## src/rtl/csr_trap_ctrl.sv

```systemverilog
// -----------------------------------------------------------------------------
// csr_trap_ctrl -- machine-mode trap sequencer for the CSR file.
//
// Accepts a synchronous exception, a machine external interrupt (only when
// mstatus.MIE is set) or an mret from the core while idle. It then drives the
// single CSR write port one write per cycle to save or restore trap state, and
// holds the pipeline for the whole sequence. The sequence ends with a one-cycle
// PC redirect to the trap vector or to the return address.
//
// Optional build macro:
//   CSR_TRAP_TVAL_EN  adds a W_TVAL state that writes mtval (0x343) between the
//                     mcause and mstatus writes. When undefined, mtval is never
//                     written and exc_tval is unused.
//
// Ports:
//   clk, rst          clock; synchronous active-high reset
//   exc_req/_cause    exception request (level) and 4-bit cause code
//   exc_pc, exc_tval  faulting PC (also the interrupt resume PC), trap value
//   irq_req           machine external interrupt pending (level)
//   mret_req          mret retiring
//   mstatus_rd, mtvec_rd, mepc_rd   current CSR values, read combinationally
//   csr_we/addr/wdata CSR write port, zero outside the write states
//   stall             pipeline hold, high in every non-idle state
//   redir_valid/pc    one-cycle redirect strobe and target, pc zero otherwise
// -----------------------------------------------------------------------------
module csr_trap_ctrl #(
  parameter int N = 32
) (
  input  logic         clk,
  input  logic         rst,
  input  logic         exc_req,
  input  logic [3:0]   exc_cause,
  input  logic [N-1:0] exc_pc,
  input  logic [N-1:0] exc_tval,
  input  logic         irq_req,
  input  logic         mret_req,
  input  logic [N-1:0] mstatus_rd,
  input  logic [N-1:0] mtvec_rd,
  input  logic [N-1:0] mepc_rd,
  output logic         csr_we,
  output logic [11:0]  csr_addr,
  output logic [N-1:0] csr_wdata,
  output logic         stall,
  output logic         redir_valid,
  output logic [N-1:0] redir_pc
);

  localparam logic [11:0]  ADDR_MSTATUS = 12'h300;
  localparam logic [11:0]  ADDR_MEPC    = 12'h341;
  localparam logic [11:0]  ADDR_MCAUSE  = 12'h342;
  localparam logic [11:0]  ADDR_MTVAL   = 12'h343;
  // Vectored mode: machine external interrupt (cause 11) lands at base + 4*11.
  localparam logic [N-1:0] IRQ_VEC_OFS  = N'(44);
  localparam logic [N-1:0] IRQ_MCAUSE   = {1'b1, {(N-5){1'b0}}, 4'd11};

  typedef enum logic [2:0] {
    S_IDLE, S_W_EPC, S_W_CAUSE, S_W_TVAL, S_W_STATUS, S_R_STATUS, S_REDIR
  } state_t;

  typedef enum logic [1:0] {K_EXC, K_IRQ, K_MRET} kind_t;

  state_t       state_q, state_d;
  kind_t        kind_q,  kind_d;
  logic [3:0]   cause_q, cause_d;
  logic [N-1:0] pc_q,    pc_d;
  logic [N-1:0] vec_base;

`ifdef CSR_TRAP_TVAL_EN
  logic [N-1:0] tval_q, tval_d;
  // Low PC bits are dropped at capture; low mepc bits are masked on return.
  logic unused_in;
  assign unused_in = ^{exc_pc[1:0], mepc_rd[1:0]};
`else
  logic unused_in;
  assign unused_in = ^{exc_tval, exc_pc[1:0], mepc_rd[1:0]};
`endif

  assign vec_base = {mtvec_rd[N-1:2], 2'b00};

  always_ff @(posedge clk) begin
    // NOTE: non-blocking assignments so every register samples pre-edge values.
    if (rst) begin
      state_q <= S_IDLE;
      kind_q  <= K_EXC;
      cause_q <= '0;
      pc_q    <= '0;
`ifdef CSR_TRAP_TVAL_EN
      tval_q  <= '0;
`endif
    end else begin
      state_q <= state_d;
      kind_q  <= kind_d;
      cause_q <= cause_d;
      pc_q    <= pc_d;
`ifdef CSR_TRAP_TVAL_EN
      tval_q  <= tval_d;
`endif
    end
  end

  always_comb begin
    // NOTE: every signal gets a default first so no path can infer a latch.
    state_d     = state_q;
    kind_d      = kind_q;
    cause_d     = cause_q;
    pc_d        = pc_q;
`ifdef CSR_TRAP_TVAL_EN
    tval_d      = tval_q;
`endif
    csr_we      = 1'b0;
    csr_addr    = '0;
    csr_wdata   = '0;
    redir_valid = 1'b0;
    redir_pc    = '0;

    case (state_q)
      S_IDLE: begin
        if (exc_req || (irq_req && mstatus_rd[3])) begin
          kind_d  = exc_req ? K_EXC : K_IRQ;
          cause_d = exc_cause;
          pc_d    = {exc_pc[N-1:2], 2'b00};
`ifdef CSR_TRAP_TVAL_EN
          tval_d  = exc_tval;
`endif
          state_d = S_W_EPC;
        end else if (mret_req) begin
          kind_d  = K_MRET;
          state_d = S_R_STATUS;
        end
      end
      S_W_EPC: begin
        csr_we    = 1'b1;
        csr_addr  = ADDR_MEPC;
        csr_wdata = pc_q;
        state_d   = S_W_CAUSE;
      end
      S_W_CAUSE: begin
        csr_we    = 1'b1;
        csr_addr  = ADDR_MCAUSE;
        csr_wdata = (kind_q == K_IRQ) ? IRQ_MCAUSE : {{(N-4){1'b0}}, cause_q};
`ifdef CSR_TRAP_TVAL_EN
        state_d   = S_W_TVAL;
`else
        state_d   = S_W_STATUS;
`endif
      end
`ifdef CSR_TRAP_TVAL_EN
      S_W_TVAL: begin
        csr_we    = 1'b1;
        csr_addr  = ADDR_MTVAL;
        csr_wdata = (kind_q == K_IRQ) ? '0 : tval_q;
        state_d   = S_W_STATUS;
      end
`endif
      S_W_STATUS: begin
        // Trap entry: stack MIE into MPIE, disable interrupts, MPP = M.
        csr_we          = 1'b1;
        csr_addr        = ADDR_MSTATUS;
        csr_wdata       = mstatus_rd;
        csr_wdata[7]    = mstatus_rd[3];
        csr_wdata[3]    = 1'b0;
        csr_wdata[12:11] = 2'b11;
        state_d         = S_REDIR;
      end
      S_R_STATUS: begin
        // mret: restore MIE from MPIE, set MPIE, MPP stays M (M-only core).
        csr_we          = 1'b1;
        csr_addr        = ADDR_MSTATUS;
        csr_wdata       = mstatus_rd;
        csr_wdata[3]    = mstatus_rd[7];
        csr_wdata[7]    = 1'b1;
        csr_wdata[12:11] = 2'b11;
        state_d         = S_REDIR;
      end
      S_REDIR: begin
        redir_valid = 1'b1;
        if (kind_q == K_MRET) begin
          redir_pc = {mepc_rd[N-1:2], 2'b00};
        end else if (kind_q == K_IRQ && mtvec_rd[1:0] == 2'b01) begin
          redir_pc = vec_base + IRQ_VEC_OFS;
        end else begin
          redir_pc = vec_base;
        end
        state_d = S_IDLE;
      end
      default: state_d = S_IDLE;
    endcase

    // Outputs are forced quiet while reset is asserted, even mid-sequence.
    if (rst) begin
      csr_we      = 1'b0;
      csr_addr    = '0;
      csr_wdata   = '0;
      redir_valid = 1'b0;
      redir_pc    = '0;
    end
  end

  assign stall = !rst && (state_q != S_IDLE);

endmodule

```

## config.mk

```make
export PLATFORM = sky130hd
export DESIGN_NAME = csr_trap_ctrl
export DESIGN_NICKNAME = d
export VERILOG_FILES = /design/src/rtl/csr_trap_ctrl.sv
export SDC_FILE = /design/constraint.sdc
export NUM_CORES = 1
export LEC_CHECK = 0
export CORE_MARGIN = 2
export CORE_UTILIZATION = 31
export CTS_BUF_LIST = sky130_fd_sc_hd__clkbuf_2 sky130_fd_sc_hd__clkbuf_4 sky130_fd_sc_hd__clkbuf_8
export CTS_CLUSTER_SIZE = 28
export DETAILED_ROUTE_END_ITERATION = 6
export PLACE_DENSITY = 0.92
export SLEW_MARGIN = 20
export SYNTH_ARGS = -nofsm -noshare
export SYNTH_HDL_FRONTEND = slang
export SYNTH_SLANG_ARGS = --single-unit
```

## constraint.sdc

```tcl
create_clock -name clk -period 2 [get_ports clk]
set_input_delay 0.4 -clock clk [delete_from_list [all_inputs] [get_ports clk]]
set_output_delay 0.4 -clock clk [all_outputs]
set_load 0.02 [all_outputs]
```

==> flow_summary.json <==
{
  "status": "complete, but fails checks",
  "failed_checks": "negative setup slack",
  "ys_ff_latch": 39,
  "fillers": 638,
  "pwr-share-comb_pct": 56.5,
  "crit_required_ns": 1.60,
  "numPortBuffers": 200,
  "power_leakage_nw": 2.88,
  "power.total_mw": 3.80,
  "worstPathCellList": "clkdlybuf4s15_1 > and4bb_4 > buf_4 > buf_6 > o2111ai_4 > buf_4 > nor4_2 > xnor2_1 > a21oi_2 > buf_4",
  "synth-compound-area-share_pct": 28.2,
  "num_vias": 4944,
  "die_h_um": 103,
  "cts.htree.levels": 2,
  "clkTransAtPathRegs_ns": 0.09,
  "ant_nets": 0,
  "muxShareOfSynthArea_pct": 0.371,
  "grt_setup_unrepaired": "yes",
  "placed_area_um2": 5780,
  "route.met3.wl_um": 1810,
  "diodes": 0,
  "cts_inserted_buffers": 5,
  "rows": 36,
  "grt_pass1_vias": 4647,
  "hold_buffers": 0,
  "top_layer_used": "met4",
  "cts-root-to-sink-buffers": 2,
  "clkPwrFrac_pct": 18.2,
  "cts_root_buf": "clkbuf_8",
  "fin_nets": 923,
  "hp-class": "reg2reg",
  "area_growth_pct": 140,
  "yosys_warnings": 0,
  "setup_viol": 56,
  "die_width_um": 103,
  "synth_cell_type_count": 45,
  "gp_congestion": 0.942,
  "wl_met2_um": 9330,
  "drc": 0,
  "path_buf_inv": 5,
  "cp_top_family": "buffers and inverters",
  "crit_fanout": 5,
  "critical_path.startpoint_type": "primary input",
  "slew_headroom_pct": 58.1,
  "final_hold_viol_count": 0,
  "finClkSkew_ns": 0.0143,
  "fmax_mhz": 377,
  "ys_async_sr_fraction_pct": 0,
  "worstSetupStartpoint": "mtvec_rd[1]",
  "cp.arrival_ns": 2.25,
  "path_class": "in2out",
  "grt_pass1_wl_um": 23600,
  "drive_gt1_share_pct": 48.8,
  "synthAdderAreaFrac_pct": 0.412,
  "viasPerCell": 5.57,
  "period_share_pct": 133,
  "pwr-share-seq_pct": 25.3,
  "finalWorstSetupSlack_ns": -0.655,
  "syn_area_per_cell_um2": 6.78,
  "crit_slowest_cell": "and4bb_4",
  "reg2reg_slack_ns": 0.04,
  "synth_edf_count": 0,
  "internal_power_mw": 2.32,
  "final_area_um2": 7300,
  "cts_sinks": 39,
  "grt_antenna_before_repair": 0,
  "tightest_slew_ns": 0.629,
  "netSwitchingPower_mw": 1.48,
  "power_density_nw_per_um2": 520,
  "maxCapViolCount": 0,
  "dr.pass1.iters": 5,
  "cp-end-kind": "output pin",
  "wl_per_cell_um": 20.9,
  "hpwl_um": 9500,
  "grt_max_degree": 42,
  "core_area_um2": 9640,
  "max-vdd-ir-drop_uv": 491,
  "finalMaxSlewViolations": 0,
  "synth_ff_type": "dfxtp_1",
  "switching_share_pct": 38.9,
  "pre_cts_ws_ns": -1.19,
  "yosys.area_share.simple_pct": 28.4,
  "netlist_area_um2": 3040,
  "clk_latency_ns": 0.30,
  "rr_startpoint": "state_q[1]",
  "holdCritStartpoint": "pc_q[7]",
  "dieArea_um2": 10600,
  "synth_top_family_by_area": "simple AND/OR/NAND/NOR gates",
  "m1WireLength_um": 6420,
  "drt_iter0_markers": 236,
  "cts_tree": "built",
  "wl_um": 18600,
  "start_util_pct": 31.5,
  "synth_cells": 448,
  "max_stage_delay_ns": 0.39,
  "synth.yosys.seq_area_share_pct": 25.7,
  "holdWs_ns": 0.459,
  "period_minus_slack_ns": 2.65,
  "overflow": 0,
  "synth_xor_area_share_pct": 8.08,
  "boundaryPins": 248,
  "cpMostUsedCell": "buf_4",
  "globalRouteTotalUtil_pct": 28.8
}
[logic make-up after synthesis]
family | after synthesis
adder cells (fa/ha/maj) | 1
AO/OA/AOI/OAI | 141
flip-flops | 39
XOR/XNOR | 28
other | 1
buffers and inverters | 55
multiplexers | 1
AND/OR/NAND/NOR | 182
[cells in the mapped netlist (3+ instances only)]
master	instances	share of area, %
clkbuf_1	23	2.8
inv_1	10	1.2
nor3_1	15	2.5
o21a_1	3	0.74
a22oi_1	24	5.9
a21oi_1	65	11
xnor2_1	23	6.6
nor2_1	44	5.4
nor2b_1	9	1.9
buf_2	10	1.6
and2_1	3	0.62
xor2_1	5	1.4
dfxtp_1	39	26
buf_4	12	3.0
and4_1	4	1.2
o21ai_0	28	4.6
nand3_1	7	1.2
a211oi_1	8	2.0
nand2_1	83	10
[per-stage QoR]
step	cells	utilization, %	TNS (ns)
floorplan	456	-	-0.153
global placement	817	59.9	-48.61
detailed placement	817	59.9	-53.75
CTS	870	70.5	-11.86
global route	887	75.7	-18.02
finish	887	75.7	-15.12
[area by class of cell]
class                   count  area, um2  share of cell area [%]
clock buffers               5       68.8                   0.943
multi-input cells         364       2880                    39.5
well taps                 133        166                    2.28
repair buffers            333       3300                    45.2
clock inverters             3       46.3                   0.634
flip-flops and latches     39        795                    10.9
inverters                  10       45.0                   0.617
[final timing paths]
kind	cells after the start	endpoint
setup / recovery	10	redir_pc[30]
setup reg to reg	6	pc_q[10]
hold reg to reg	2	pc_q[7]
hold / removal	2	pc_q[7]
[tightest hold or removal path, stage by stage, from the launching register on]
cell and delay, ns:
dfxtp_1 0.32, nand2_1 0.05, a21oi_1 0.05
[power groups by stage]
stage | combinational (mW) | sequential [mW] | clock [mW]
CTS | 1.91 | 0.951 | 0.700
global route | 2.25 | 0.974 | 0.741
floorplan | 0.715 | 0.937 | 0
global placement | 1.37 | 0.952 | 0
finish | 2.14 | 0.962 | 0.691
detailed placement | 1.43 | 0.958 | 0
[registers in the layout, summed over array words and instances, names as in the netlist]
| register | count |
|---|---|
| kind_q | 2 |
| cause_q | 4 |
| state_q | 3 |
| pc_q | 30 |
[cells in the final DEF (no fill, tap or decap), drive strengths merged, types with 2 or more instances in the layout]
master	netlist	routed
nor2b	9	9
inv	10	11
clkdlybuf4s50	0	102
nand2	83	83
o21a	3	3
conb	1	9
nand3b	2	2
xor2	5	5
nor4	2	2
buf	22	202
nor2	45	46
o211ai	2	2
o21ai	30	30
clkdlybuf4s15	0	10
dlygate4sd2	0	13
and4	4	4
and2	3	3
nand4	2	2
a211oi	8	8
nor3	16	16
nand2b	2	2
clkbuf	23	10
nand3	7	7
or3	2	2
a21oi	66	66
a22oi	24	24
a21o	2	2
o2111ai	4	5
xnor2	23	23
dfxtp	39	39
[metal layers]
| metal | GRT usage (%) | vias up |
|---|---|---|
| met2 | 53.5 | 357 |
| met4 | 13.1 | 0 |
| met1 | 30.5 | 2337 |
| met3 | 6.78 | 99 |
| li1 | - | 2151 |
| met5 | 0 | - |
[repair_timing]
| action | in CTS | in global routing |
|---|---|---|
| setup buffers | 39 | 22 |
| endpoints found under the setup margin | 104 | 81 |
| pin swaps | 69 | 82 |
| gates cloned | 7 | 2 |
| resized for setup | 544 | 109 |
Power figures use the tool's default switching activity.
